## config.mk

```make
export PLATFORM = sky130hd
export DESIGN_NAME = vga_fb_arbiter
export DESIGN_NICKNAME = d
export VERILOG_FILES = /design/src/rtl/vga_fb_arbiter_pkg.sv /design/src/rtl/fb_wr_fifo.sv /design/src/rtl/vga_fb_arbiter.sv
export SDC_FILE = /design/constraint.sdc
export NUM_CORES = 1
export LEC_CHECK = 0
export CAP_MARGIN = 30
export CORE_UTILIZATION = 50
export DETAILED_ROUTE_END_ITERATION = 7
export PLACE_DENSITY = 0.85
export RECOVER_POWER = 50
export SYNTH_ARGS = -nofsm -noshare
export SYNTH_HDL_FRONTEND = slang
export SYNTH_HIERARCHICAL = 1
export SYNTH_SLANG_ARGS = --single-unit
```

## constraint.sdc

```tcl
create_clock -name iCLK -period 3.05 [get_ports iCLK]
set_input_delay 0.61 -clock iCLK [delete_from_list [all_inputs] [get_ports iCLK]]
set_output_delay 0.61 -clock iCLK [all_outputs]
set_load 0.02 [all_outputs]
```

## src/rtl/vga_fb_arbiter_pkg.sv

```systemverilog
// Shared constants and FSM encoding for the VGA frame-buffer arbiter.
// Frame geometry is 640x480 words of 4:4:4 RGB pixels.
package vga_fb_arbiter_pkg;

    localparam int ADDR_W_DEF     = 19;
    localparam int DATA_W_DEF     = 12;
    localparam int FIFO_DEPTH_DEF = 8;

    localparam int H_ACTIVE    = 640;
    localparam int V_ACTIVE    = 480;
    localparam int FRAME_WORDS = H_ACTIVE * V_ACTIVE;

    typedef enum logic [1:0] {
        DISP  = 2'd0,
        TURN  = 2'd1,
        DRAIN = 2'd2
    } arbState_t;

    function automatic int levelWidth(input int depth);
        return $clog2(depth) + 1;
    endfunction

endpackage

```

## src/rtl/fb_wr_fifo.sv

```systemverilog
// First-word-fall-through host write FIFO holding {address, data} pairs.
// Ready is registered from the next level, so a full FIFO refuses a push even while popping.
module fb_wr_fifo import vga_fb_arbiter_pkg::*; #(
    parameter int ADDR_W = ADDR_W_DEF,
    parameter int DATA_W = DATA_W_DEF,
    parameter int DEPTH  = FIFO_DEPTH_DEF
) (
    input  logic                     iCLK,
    input  logic                     iRST,
    input  logic                     iPush,
    input  logic [ADDR_W-1:0]        iPushAddr,
    input  logic [DATA_W-1:0]        iPushData,
    input  logic                     iPop,
    output logic [ADDR_W-1:0]        oHeadAddr,
    output logic [DATA_W-1:0]        oHeadData,
    output logic [$clog2(DEPTH):0]   oLevel,
    output logic                     oReady
);

    localparam int PTR_W = $clog2(DEPTH);
    localparam int LVL_W = PTR_W + 1;

    logic [ADDR_W+DATA_W-1:0] storage [DEPTH];
    logic [PTR_W-1:0]         wrPtr;
    logic [PTR_W-1:0]         rdPtr;
    logic [LVL_W-1:0]         level;
    logic [LVL_W-1:0]         levelNext;
    logic                     readyReg;
    logic                     pushOk;
    logic                     popOk;

    assign pushOk    = iPush & readyReg;
    assign popOk     = iPop & (level != LVL_W'(0));
    assign oHeadAddr = storage[rdPtr][ADDR_W+DATA_W-1:DATA_W];
    assign oHeadData = storage[rdPtr][DATA_W-1:0];
    assign oLevel    = level;
    assign oReady    = readyReg;

    // Occupancy after this cycle's push/pop.
    always_comb begin
        levelNext = level;
        if (pushOk && !popOk) begin
            levelNext = level + LVL_W'(1);
        end else if (popOk && !pushOk) begin
            levelNext = level - LVL_W'(1);
        end else begin
            levelNext = level;
        end
    end

    // Entry storage; contents past the read pointer are don't-care so no reset.
    always_ff @(posedge iCLK) begin
        if (pushOk) begin
            storage[wrPtr] <= {iPushAddr, iPushData};
        end
    end

    // Pointers, level and ready; pointers wrap naturally on the power-of-two depth.
    always_ff @(posedge iCLK or posedge iRST) begin
        if (iRST) begin
            wrPtr    <= '0;
            rdPtr    <= '0;
            level    <= '0;
            readyReg <= 1'b0;
        end else begin
            if (pushOk) begin
                wrPtr <= wrPtr + PTR_W'(1);
            end
            if (popOk) begin
                rdPtr <= rdPtr + PTR_W'(1);
            end
            level    <= levelNext;
            readyReg <= (levelNext < LVL_W'(DEPTH));
        end
    end

endmodule

```

## src/rtl/vga_fb_arbiter.sv

```systemverilog
// Single-port frame-buffer arbiter: the display owns the RAM during active video,
// buffered host writes drain only in blanking after a one-cycle turnaround.
module vga_fb_arbiter import vga_fb_arbiter_pkg::*; #(
    parameter int ADDR_W     = ADDR_W_DEF,
    parameter int DATA_W     = DATA_W_DEF,
    parameter int FIFO_DEPTH = FIFO_DEPTH_DEF
) (
    input  logic                          iCLK,
    input  logic                          iRST,
    input  logic                          iDisp_Active,
    input  logic [ADDR_W-1:0]             iDisp_Addr,
    output logic [DATA_W-1:0]             oDisp_Data,
    output logic                          oDisp_Valid,
    input  logic                          iWr_Req,
    input  logic [ADDR_W-1:0]             iWr_Addr,
    input  logic [DATA_W-1:0]             iWr_Data,
    output logic                          oWr_Ready,
    output logic [ADDR_W-1:0]             oRam_Addr,
    output logic                          oRam_WE,
    output logic [DATA_W-1:0]             oRam_WData,
    input  logic [DATA_W-1:0]             iRam_RData,
    output logic [$clog2(FIFO_DEPTH):0]   oFifo_Level
);

    arbState_t         arbState;
    logic              drainWrite;
    logic [ADDR_W-1:0] headAddr;
    logic [DATA_W-1:0] headData;
    logic              activeDly;
    logic              dispValid;
    logic [DATA_W-1:0] dispData;

    fb_wr_fifo #(
        .ADDR_W (ADDR_W),
        .DATA_W (DATA_W),
        .DEPTH  (FIFO_DEPTH)
    ) uWrFifo (
        .iCLK      (iCLK),
        .iRST      (iRST),
        .iPush     (iWr_Req),
        .iPushAddr (iWr_Addr),
        .iPushData (iWr_Data),
        .iPop      (drainWrite),
        .oHeadAddr (headAddr),
        .oHeadData (headData),
        .oLevel    (oFifo_Level),
        .oReady    (oWr_Ready)
    );

    // RAM port mux: kept combinational on iDisp_Active so the display wins the very cycle it returns.
    always_comb begin
        drainWrite = 1'b0;
        oRam_Addr  = iDisp_Addr;
        oRam_WE    = 1'b0;
        oRam_WData = '0;
        if ((arbState == DRAIN) && !iDisp_Active && (oFifo_Level != '0)) begin
            drainWrite = 1'b1;
            oRam_Addr  = headAddr;
            oRam_WE    = 1'b1;
            oRam_WData = headData;
        end else begin
            drainWrite = 1'b0;
        end
    end

    // Ownership FSM.
    always_ff @(posedge iCLK or posedge iRST) begin
        if (iRST) begin
            arbState <= DISP;
        end else begin
            case (arbState)
                DISP:    arbState <= iDisp_Active ? DISP : TURN;
                TURN:    arbState <= iDisp_Active ? DISP : DRAIN;
                DRAIN:   arbState <= iDisp_Active ? DISP : DRAIN;
                default: arbState <= DISP;
            endcase
        end
    end

    // Two-stage read pipeline: RAM latency plus the output register.
    always_ff @(posedge iCLK or posedge iRST) begin
        if (iRST) begin
            activeDly <= 1'b0;
            dispValid <= 1'b0;
            dispData  <= '0;
        end else begin
            activeDly <= iDisp_Active;
            dispValid <= activeDly;
            dispData  <= iRam_RData;
        end
    end

    assign oDisp_Valid = dispValid;
    assign oDisp_Data  = dispData;

endmodule

```

# Word level (Yosys, flattened, before mapping)
# Memory sizes are Yosys's and may differ from the RTL's.
# Cells that the tools add are included.
[classes]
n_mux = 10
addsub = 4
n_lt_le_gt_ge = 1
bitwise_logic = 2
n_eq_ne = 2
n_reduce_logical = 10
[ops]
columns = ["cell", "count"]
rows = [
  ["$mux 19", 1],
  ["$mux 12", 1],
  ["$mux 4", 2],
  ["$add 3x1->3 const B", 2],
  ["$add 4x1->4 const B", 1],
  ["$logic_and 1x1->1", 4],
  ["$lt 4x4->1 const B", 1],
  ["$mux 1", 4],
  ["$pmux 2 s2", 1],
  ["$reduce_bool 4->1", 1],
  ["$sub 4x1->4 const B", 1],
  ["$logic_not 1->1", 3],
  ["$and 1x1->1", 2],
  ["$eq 2x1->1 const B", 1],
  ["$eq 2x2->1 const B", 1],
  ["$logic_not 2->1", 1],
  ["$mux 2", 1],
  ["$reduce_or 2->1", 1],
]
[word_totals]
wordCells = 38
input_bits = 66
memories = 1
ff_bits = 27
ram_bits = 248
[memory_table]
columns = ["name", "words", "word_bits", "rd", "rd_ports_with_merged_regs", "wr", "line_no", "rtl"]
rows = [
  ["uWrFifo.storage", 8, 31, 1, 0, 1, "fb_wr_fifo.sv:23", "logic [ADDR_W+DATA_W-1:0] storage [DEPTH];"],
]

# Longest topological paths before layout
# Gate-level depths: netlist (run 1).
[depth]
depth_word = 9
mapped_depth = 11
depth_no_buf = 9

# Cells and area by module
# Netlist (run 1), hierarchy kept.
[modules_own_cells]
columns = ["mod", "seq_area_each_um2", "instances", "area_per_inst_um2", "cells_each"]
rows = [
  ["fb_wr_fifo", 7722.4, 1, 10254.8, 436],
  ["vga_fb_arbiter", 400.4, 1, 868.3, 60],
]

# Worst setup path after synthesis (run 1)
# No wires, ideal clock.
[synth_path]
path_type = "in2reg"
startpoint = "input port iWr_Req"
endpoint = "memory uWrFifo/storage[0][0] in the netlist's numbering (enable)"
setup_ps = 458
n_path_buf = 0
setup_slack_ps = -597
stages = 3
t_arrival_ps = 3189
cell_sequence = "nand2_1 or2_2 nor3_1"
[synth_via]
elab_chain_cells = 3
[synth_lines]
columns = ["item", "line_no", "rtl"]
rows = [
  ["start: declaration", "vga_fb_arbiter.sv:14", "input logic iWr_Req,"],
  ["$and 1x1->1", "fb_wr_fifo.sv:32", "assign pushOk = iPush & readyReg;"],
  ["$mux 1", "fb_wr_fifo.sv:53", "if (pushOk) begin"],
  ["$mux 1 (implied by the code)", "fb_wr_fifo.sv:54", "storage[wrPtr] <= {iPushAddr, iPushData};"],
  ["end: declaration", "fb_wr_fifo.sv:23", ""],
]
# No other way between the ends.

# Final worst setup path (run 1)
[layout_path]
startpoint = "register uWrFifo.rdPtr[0]"
endpoint = "output port oRam_WData[11]"
[layout_via]
elab_chain_cells = 2
[layout_lines]
columns = ["item", "line_no", "rtl"]
rows = [
  ["start: declaration", "fb_wr_fifo.sv:25", "logic [PTR_W-1:0] rdPtr;"],
  ["start signal: assignment", "fb_wr_fifo.sv:70", "rdPtr <= rdPtr + PTR_W'(1);"],
  ["$mem_v2 8x31", "-", ""],
  ["via headData[11]", "vga_fb_arbiter.sv:28", "logic [DATA_W-1:0] headData;"],
  ["$mux 12", "vga_fb_arbiter.sv:56", "if ((arbState == DRAIN) && !iDisp_Active && (oFifo_Level != '0)) begin"],
  ["end: declaration", "vga_fb_arbiter.sv:20", "output logic [DATA_W-1:0] oRam_WData,"],
]
# The timed path passes the listed nets, and every way through them passes these cells.

==> results.txt, run 1 <==
Status: finished, violations left
Failing checks: setup timing
Ranking of synthesized cells by area: edfxtp_1 (67%), mux4_1 (15%), dfrtp_1 (6.1%)
PortBufs: 115
Synth Area per Inst: 22.4 sq um
Final TNS setup: -0.607 ns
Fin worst setup slack: -0.0569 ns
Clk_lat worst skew: 0.53 ns
CTS Buf Count: 26
Comb power frac: 29.8%
Clock Path Buffers: 3
CTS tree: yes
Pleak: 4.82 nW
GRT Total Usage: 20.5%
VDD IR max: 0.417 mV
Final WL: 22900 um
CTS root buffer: clkbuf_16
Post-CTS Hold Fix Bufs: 0
First-pass GRT wire length: 33700 um
Clock Power Share: 26.9%
Worst setup EP type: output port
List of most frequent post-synthesis cells: edfxtp_1 (248), mux4_1 (62), mux2_2 (35), dfrtp_1 (27), mux2_4 (17)
HP Start: activeDly
Worst Hold End: oDisp_Valid
R2R depth: 10
Max-slew violations: 0
Yosys Warn Count: 6
Syn Inst Count: 496
CP startpoint kind: flop
Achievable clock frequency: 322 MHz
First drt pass iteration count: 5
# nets final: 737
Async set-reset flop share out of synthesis: 9.82%
Syn Nets: 571
Post-DP HPWL: 12600 um
Clock transition at path regs: 0.06 ns
Sequential-to-total area share from yosys stat: 73.0%
Fin crit share: 102%
Clock Sink Count: 275
Initial antenna violation count: 3
Die Width: 151 um
Rows: 54
Detail Route Antenna Nets: 0
Main synth FF type: edfxtp_1
Overflow after GRT: 0
Crit Path Max Fanout: 5
Final setup viols: 19
Crit path largest cell delay: 0.54 ns
Vias in the first global route: 5696
Cells along the critical path: buf_12 -> buf_12 -> buf_16 -> mux4_2 -> mux2_4 -> and2_4 -> buf_6
Net Sw Frac: 26.5%
Worst-margin pin slew: 0.552 ns
Seq pwr share: 43.3%
Worst reg2reg setup slack: 0.31 ns
Die area: 22800 sq um
Worst path required time: 2.44 ns
Post-Place Cells: 895
Share of cells above drive strength 1: 35.2%
Top-count cell post-synth: edfxtp_1
CP Data Arrival Time: 2.50 ns
Worst Hold Depth: 0
Crit Reg-Reg Startpoint: uWrFifo/oLevel[1]
Initial Util: 51.0%
# IOs: 116
WL/cell: 23.7 um
CTS H-Tree Depth: 1
#FFs+latches synth: 275
Largest area contributor in the netlist: edfxtp_1
Top-area cell type share of the netlist area: 67.0%
Switch Pwr: 2.95 mW
RSZ-0062 raised after global routing: yes
Iter 0 DRT Violations: 535
Chip Height: 151 um
Final Hold Viols: 0
DR vias: 5537
Max Cap Violations: 0
Vias/cell: 5.74
Critical setup path kind: flop to output port
Synth unique cells: 36
Min-Delay Path Class: flop to flop
Post-route insts no fill: 964
Max-slew headroom: 63.2%
Final Skew: 0.00713 ns
Power Density: 800 nW/um^2
P_int: 8.19 mW
Drc violations: 0
Post-synth EDFFs: 248
Fillers: 1401
Placer Congestion: 0.794
Final min period: 3.11 ns
CP most frequent cell: buf_12
Largest net degree at the start of global routing: 41
Mapped cell area: 11100 sq um
Fin util: 63.8%
Final Power: 11.1 mW
Area growth from synthesis to layout: 25.1%
Pre-CTS setup slack: -0.127 ns
CORE AREA: 21800 sq um
Slowest cell on crit path: dfrtp_4
[power by group through the flow]
stage	sequential, mW	combinational (mW)	clock, mW
2_1_floorplan	4.82	1.72	0
3_3_place_gp	4.81	2.48	0
3_5_place_dp	4.86	2.55	0
4_1_cts	4.81	3.36	3.04
5_1_grt	4.86	3.53	3.18
6_report	4.83	3.32	2.99
[worst max path at each step]
stage	start	to	depth (start not counted)	slack, ns
after global placement	iDisp_Active	oRam_Addr[0]	5	-0.09
after global routing	uWrFifo/rdPtr[0]	oRam_Addr[14]	6	-0.12
after floorplan	iWr_Req	uWrFifo/storage[6][0]	3	0.24
final	uWrFifo/rdPtr[0]	oRam_WData[11]	7	-0.06
after detailed placement	iDisp_Active	oRam_Addr[0]	5	-0.13
after CTS	uWrFifo/rdPtr[0]	oRam_Addr[14]	7	-0.16
[final cells by class]
cell class	count	area, sq um	share of cell area, %
flip-flops and latches	275	8130	58.4
multi-input cells	187	2800	20.1
repair buffers	162	1800	12.9
clock buffers	38	717	5.15
well taps	280	350	2.52
clock inverters	9	71.3	0.513
inverters	10	37.5	0.270
diodes	3	7.51	0.0540
[timing repair]
| action | CTS | global route |
|---|---|---|
| gates resized for setup | 239 | 40 |
| cloned | 8 | 1 |
| setup endpoints to repair | 32 | 32 |
| setup buffers | 14 | 1 |
| pin swaps | 0 | 0 |
[cells in the final DEF (no fill, tap or decap), drive strengths merged]
cell type and count:
nor2 8, bufinv 1, nand2 7, nor3b 2, and3 1, nand3 2
dfrtp 27, a22o 2, nand2b 3, and2 12, a31oi 1, xnor2 3
xor2 1, o21a 1, clkinv 7, o311ai 1, a221o 1, mux4 62
edfxtp 248, dlygate4sd3 45, nor2b 3, nor3 4, buf 76, clkbuf 40
o31ai 1, and3b 1, inv 11, ha 9, mux2 52, o221ai 2
mux2i 2, nor4 1, or2 2, diode 3, clkdlybuf4s50 39, a22oi 1
o21ai 2
[worst max-delay path, delay by kind of cell, from the launching register on]
family	cells	cell delay, ns
buffers and inverters	4	0.55
DFF	1	0.54
muxes	2	0.74
and+or+nand+nor	1	0.14
[kinds of logic (layout without fill, tap and decap cells)]
group,Yosys count,in the layout,synth area share [%]
compound gates,12,12,0.878
xor+xnor,4,4,0.315
fa+ha+maj,9,9,1.01
buf+inv,34,219,1.78
flops,275,275,73.0
mux,116,116,20.7
other cells,0,3,0
simple gates,46,46,2.33
[per-layer routing]
metal | vias up | GRT usage, % | wire length (um) | part of all wire [%]
li1 | 2368 | - | - | -
met1 | 2866 | 26.9 | 9060 | 40
met2 | 252 | 34.2 | 11500 | 50
met3 | 47 | 4.13 | 1700 | 7.4
met4 | 4 | 6.95 | 562 | 2.5
met5 | - | 0 | 29 | 0.13
[flip-flops by register name, summed over array words and instances, names as in the netlist, named ones only]
signal and count:
uWrFifo/oReady 1, arbState 2, oDisp_Data 12, activeDly 1, oDisp_Valid 1, uWrFifo/oLevel 3
uWrFifo/rdPtr 3, uWrFifo/wrPtr 3, uWrFifo/storage 248
[through the flow]
stage	hold slack (ns)	cell area, sq um
4_1_cts	0.363	14000
6_report	0.366	13900
3_5_place_dp	0.343	12800
3_3_place_gp	0.336	12800
5_1_grt	0.375	13900
2_1_floorplan	0.331	11100
Power figures use the tool's default switching activity.
==> run 2, diff against run 1 <==
- PLACE_DENSITY: 0.85 -> 0.87
- SETUP_SLACK_MARGIN: not set -> 0.1
==> results.txt, run 2 (synthesized netlist as in run 1, its figures left out) <==
CTS Buf Count: 27 (+3.8%)
CP startpoint kind: flop
RSZ-0062 raised after global routing: yes
Fin crit share: 103% (+0.86 points)
Area growth from synthesis to layout: 25.4%
Worst-margin pin slew: 0.588 ns (+0.0365 ns)
Net Sw Frac: 26.7% (+0.22 points)
Final WL: 23400 um (+2.2%)
Worst Hold End: oDisp_Valid
Final Skew: 0.00913 ns (+0.00200 ns)
Drc violations: 0 (unchanged)
Commonest non-fill, non-tap cells in the layout: edfxtp_1 (248), mux4_2 (61), mux2_4 (48), dlygate4sd3_1 (45), buf_6 (39)
Max Cap Violations: 0 (unchanged)
Placer Congestion: 0.728 (-8.3%)
VDD IR max: 0.458 mV (+9.9%)
Detail Route Antenna Nets: 0 (unchanged)
Die area: 22800 sq um (unchanged)
Vias/cell: 5.77 (+0.52%)
Largest net degree at the start of global routing: 35 (-15%)
Commonest non-fill, non-tap cell in the layout: edfxtp_1
M2 GR Usage: 36.4% (+2.2 points)
WL/cell: 24.2 um (+1.9%)
Post-Place Cells: 895 (unchanged)
Clock Sink Count: 275 (unchanged)
Chip Height: 151 um (unchanged)
P_int: 8.26 mW (+0.94%)
Crit Reg-Reg Startpoint: uWrFifo/oLevel[0]
Number of flip-flops in the largest register: 248 (unchanged)
Iter 0 DRT Violations: 411 (-23%)
HP Start: activeDly
Share of cells above drive strength 1: 37.4% (+2.2 points)
GRT Total Usage: 20.7% (+0.21 points)
CTS root buffer: clkbuf_16
# IOs: 116 (unchanged)
Worst path required time: 2.44 ns (about the same)
Final Hold Viols: 0 (unchanged)
GRT met3 Usage: 3.83% (-0.30 points)
Overflow after GRT: 0 (unchanged)
Max-slew headroom: 60.7% (-2.4 points)
Post-DP HPWL: 12900 um (+2.9%)
Final Power: 11.3 mW (+1.3%)
Met1 GRT Util: 26.5% (-0.40 points)
Seq pwr share: 42.8% (-0.5 points)
Comb power frac: 29.3% (-0.5 points)
R2R depth: 9 (-1)
Failing checks: setup timing
Power Density: 808 nW/um^2 (+0.98%)
Global routing's busiest layer: met2
Pleak: 4.81 nW (-0.19%)
First drt pass iteration count: 4 (-1)
Final setup viols: 24 (+5)
# nets final: 738 (+0.14%)
Switch Pwr: 3.01 mW (+2.1%)
Post-route insts no fill: 967 (+0.31%)
Max-slew violations: 0 (unchanged)
CORE AREA: 21800 sq um (unchanged)
Min-Delay Path Class: flop to flop
Worst Hold Depth: 0 (unchanged)
Worst reg2reg setup slack: 0.29 ns (-0.02 ns)
Initial Util: 51.0% (unchanged)
CTS tree: yes
Achievable clock frequency: 319 MHz (-0.84%)
Clock transition at path regs: 0.06 ns (about the same)
DR vias: 5583 (+0.83%)
Initial antenna violation count: 4 (+1)
Post-CTS Hold Fix Bufs: 0 (unchanged)
Final min period: 3.13 ns (+0.0262 ns)
Clock Power Share: 27.8% (+0.9 points)
Critical setup path kind: flop to output port
Clock Path Buffers: 3 (unchanged)
Worst setup EP type: output port
Fin worst setup slack: -0.0831 ns (-0.0262 ns)
Clk_lat worst skew: 0.53 ns (about the same)
First-pass GRT wire length: 34500 um (+2.5%)
Vias in the first global route: 5917 (+3.9%)
Biggest register: uWrFifo/storage
Status: finished, violations left
CTS H-Tree Depth: 1 (unchanged)
Crit Path Max Fanout: 5 (unchanged)
Die Width: 151 um (unchanged)
Rows: 54 (unchanged)
CP Data Arrival Time: 2.52 ns (+0.02 ns)
PortBufs: 115 (unchanged)
[run 2: cell count changes in the layout (fill, tap and decap cells not counted), sizes merged]
cell           change
buf                -1
bufinv             +1
clkbuf             -1
clkdlybuf4s50      -1
clkinv             +1
clkinvlp           +2
dlygate4sd2        +1
inv                +1
[run 2: worst max path at each step]
stage | to | start
2_1_floorplan | uWrFifo/storage[6][0] | iWr_Req
3_3_place_gp | oRam_Addr[18] | iDisp_Active
3_5_place_dp | oRam_Addr[18] | iDisp_Active
4_1_cts | oRam_Addr[15] | uWrFifo/rdPtr[0]
5_1_grt | oRam_WData[0] | uWrFifo/rdPtr[0]
6_report | oRam_WData[6] | uWrFifo/rdPtr[0]
[run 2: repair_timing]
| action | CTS | global route |
|---|---|---|
| setup buffers | 13 | 3 |
| cloned | 2 | 2 |
| endpoints found under the hold margin | 0 | 0 |
| pin swaps | 3 | 3 |
| resized for setup | 242 | 72 |
| setup endpoints to repair | 32 | 31 |
[run 2: worst max-delay path: stages (launching register included)]
cell and delay [ns]:
dfrtp_4 0.49, buf_6 0.16, buf_6 0.14, clkbuf_16 0.15, mux4_2 0.50, mux2_4 0.29
and2_4 0.14, buf_6 0.12
[run 2: power by group through the flow]
stage	logic [mW]	registers (mW)	clock network, mW
final	3.31	4.83	3.14
after global routing	3.50	4.86	3.34
after CTS	3.09	4.82	3.18
after detailed placement	2.57	4.88	0
after global placement	2.48	4.83	0
after floorplan	1.72	4.82	0
[run 2: per-stage QoR]
stage | worst slack (ns) | hold WS [ns] | cell area, sq um | utilization [%] | TNS, ns
global placement | -0.104 | 0.336 | 12900 | 59.0 | -1.32
finish | -0.0831 | 0.346 | 14000 | 63.9 | -0.835
floorplan | 0.239 | 0.331 | 11100 | - | 0
detailed placement | -0.0926 | 0.345 | 12900 | 59.0 | -1.12
CTS | -0.102 | 0.348 | 13800 | 63.2 | -1.48
global route | -0.136 | 0.357 | 13900 | 63.9 | -2.22
[run 2: cell type report]
| cell class | count | area, sq um |
|---|---|---|
| Sequential cell | 275 | 8130 |
| Fill cell | 1453 | 7870 |
| Multi-Input combinational cell | 187 | 2790 |
| Timing Repair Buffer | 162 | 1800 |
| Clock buffer | 36 | 709 |
| Tap cell | 280 | 350 |
| Clock inverter | 14 | 125 |
| Inverter | 10 | 37.5 |
| Antenna cell | 3 | 7.51 |
[run 2: layer usage]
metal	wire [um]	part of all wire, %
met1	9490	41
met2	11800	51
met3	1490	6.4
met4	517	2.2
met5	23	0.098
==> run 3, diff against run 2 <==
- CORE_MARGIN: not set -> 1
- CORE_UTILIZATION: 50 -> 51
- HOLD_SLACK_MARGIN: not set -> 0.12
- PLACE_DENSITY: 0.87 -> 0.88
==> results.txt, run 3 (synthesized netlist as in run 1, its figures left out) <==
P_int: 8.18 mW (-1.0%)
Iter 0 DRT Violations: 362 (-12%)
Worst path required time: 2.44 ns (about the same)
Min-Delay Path Class: flop to flop
Clock transition at path regs: 0.06 ns (about the same)
Biggest register: uWrFifo/storage
Worst-margin pin slew: 0.567 ns (-0.0212 ns)
WL/cell: 23.6 um (-2.4%)
Final min period: 3.08 ns (-0.0537 ns)
CTS tree: yes
Die area: 22400 sq um (-1.9%)
Number of flip-flops in the largest register: 248 (unchanged)
Post-route insts no fill: 949 (-1.9%)
Cells along the critical path: buf_12 -> buf_12 -> mux4_2 -> mux2_4 -> mux2_4 -> buf_6
Post-DP HPWL: 12700 um (-1.8%)
Drc violations: 0 (unchanged)
Vias/cell: 5.76 (-0.28%)
Pleak: 4.76 nW (-0.95%)
Comb power frac: 28.4% (-0.9 points)
Switch Pwr: 2.90 mW (-3.9%)
Seq pwr share: 43.6% (+0.8 points)
Final TNS setup: -0.0940 ns (+0.741 ns)
Share of cells above drive strength 1: 36.8% (-0.66 points)
PortBufs: 115 (unchanged)
Worst reg2reg setup slack: 0.28 ns (about the same)
Post-CTS Hold Fix Bufs: 0 (unchanged)
Rows: 53 (-1.9%)
Max-slew headroom: 62.2% (+1.4 points)
Status: finished, violations left
Clk_lat worst skew: 0.52 ns (about the same)
Placer Congestion: 0.825 (+13%)
Commonest non-fill, non-tap cells in the layout: edfxtp_1 (248), mux4_2 (57), mux2_4 (46), dlygate4sd3_1 (45), clkdlybuf4s50_1 (39)
Final WL: 22400 um (-4.2%)
Failing checks: setup timing
Crit path largest cell delay: 0.51 ns (about the same)
Post-Place Cells: 889 (-0.67%)
Fin worst setup slack: -0.0294 ns (+0.0537 ns)
Final setup viols: 10 (-58%)
Max Cap Violations: 0 (unchanged)
Net Sw Frac: 26.2% (-0.57 points)
CTS root buffer: clkbuf_16
VDD IR max: 0.402 mV (-12%)
Area growth from synthesis to layout: 24.7%
Largest net degree at the start of global routing: 33 (-5.7%)
Fin util: 65.4% (+1.4 points)
Chip Height: 150 um (-0.97%)
# IOs: 116 (unchanged)
CTS H-Tree Depth: 1 (unchanged)
Pre-CTS setup slack: -0.0643 ns (+0.0283 ns)
DR vias: 5464 (-2.1%)
CP Data Arrival Time: 2.47 ns (-0.05 ns)
Commonest non-fill, non-tap cell in the layout: edfxtp_1
Max-slew violations: 0 (unchanged)
Worst setup EP type: output port
Die Width: 150 um (-0.97%)
Clock Power Share: 28.0% (+0.2 points)
Initial Util: 52.4% (+1.4 points)
Slowest cell on crit path: mux4_2
CTS Buf Count: 26 (-3.7%)
Final Skew: 0.00667 ns (-0.00246 ns)
Clock Sink Count: 275 (unchanged)
CORE AREA: 21200 sq um (-2.8%)
RSZ-0062 raised after global routing: yes
GRT Total Usage: 20.6% (-0.15 points)
Detail Route Antenna Nets: 0 (unchanged)
# nets final: 728 (-1.4%)
Overflow after GRT: 0 (unchanged)
Vias in the first global route: 5680 (-4.0%)
First drt pass iteration count: 5 (+1)
Initial antenna violation count: 4 (unchanged)
Crit Path Max Fanout: 8 (+3)
Clock Path Buffers: 3 (unchanged)
Critical setup path kind: flop to output port
First-pass GRT wire length: 33600 um (-2.7%)
Fin crit share: 101% (-1.8 points)
Final Hold Viols: 0 (unchanged)
Achievable clock frequency: 325 MHz (+1.7%)
Power Density: 798 nW/um^2 (-1.2%)
CP startpoint kind: flop
-- run 3: cell types whose count changed in the layout (fill, tap and decap cells not counted), moves of 3 or more --
cell and change:
buf_4 -6, clkbuf_1 -7, buf_6 -8, clkbuf_8 +3
mux4_1 +4, mux4_2 -4, buf_12 +5, buf_2 +3
-- run 3: worst paths after layout --
check	from	endpoint	cells after the start
min in group asynchronous	iRST	uWrFifo/rdPtr[0]	2
min reg2reg	activeDly	oDisp_Valid	0
max	uWrFifo/rdPtr[0]	oRam_Addr[18]	6
min	activeDly	oDisp_Valid	0
max reg2reg	uWrFifo/oLevel[1]	flop	10
max in group asynchronous	iRST	oDisp_Data[7]	2
-- run 3: layout make-up --
type                    instances  area, sq um
fillers                      1344         7350
diodes                          5         12.5
flip-flops and latches        275         8130
inverters                      10         37.5
multi-input cells             187         2800
clock inverters                 9         46.3
clock buffers                  35          800
well taps                     275          344
repair buffers                153         1700
-- run 3: power groups by stage --
| stage | clock, mW | combinational, mW | sequential, mW |
|---|---|---|---|
| finish | 3.10 | 3.15 | 4.83 |
| global route | 3.29 | 3.34 | 4.87 |
| CTS | 3.15 | 3.22 | 4.83 |
| detailed placement | 0 | 2.60 | 4.90 |
| global placement | 0 | 2.50 | 4.85 |
| floorplan | 0 | 1.72 | 4.82 |
-- run 3: routing by layer --
layer,vias to the layer above,global-route usage (%),share of wire (%)
met1,2813,26.9,40
met4,2,6.82,2.3
li1,2347,-,-
met2,257,34.7,50
met5,-,0,0.058
met3,45,3.99,7.5
-- run 3: worst max-delay path, delay by kind of cell (launching register included) --
kind | cells | cell delay (ns)
muxes | 3 | 1.07
buffers and inverters | 3 | 0.43
DFF | 1 | 0.44
-- run 3: through the flow --
stage	hold slack, ns	cell area [sq um]	power [mW]
after detailed placement	0.339	12900	7.50
after CTS	0.353	13900	11.2
final	0.350	13900	11.1
after global placement	0.336	12900	7.35
after global routing	0.370	13900	11.5
after floorplan	0.331	11100	6.54
-- run 3: timing repair --
item                                   4_1_cts  5_1_grt
endpoints found under the hold margin        0        0
gates resized for setup                    261       30
setup endpoints to repair                   32       32
buffers inserted                            10        0
gates cloned                                 3        0
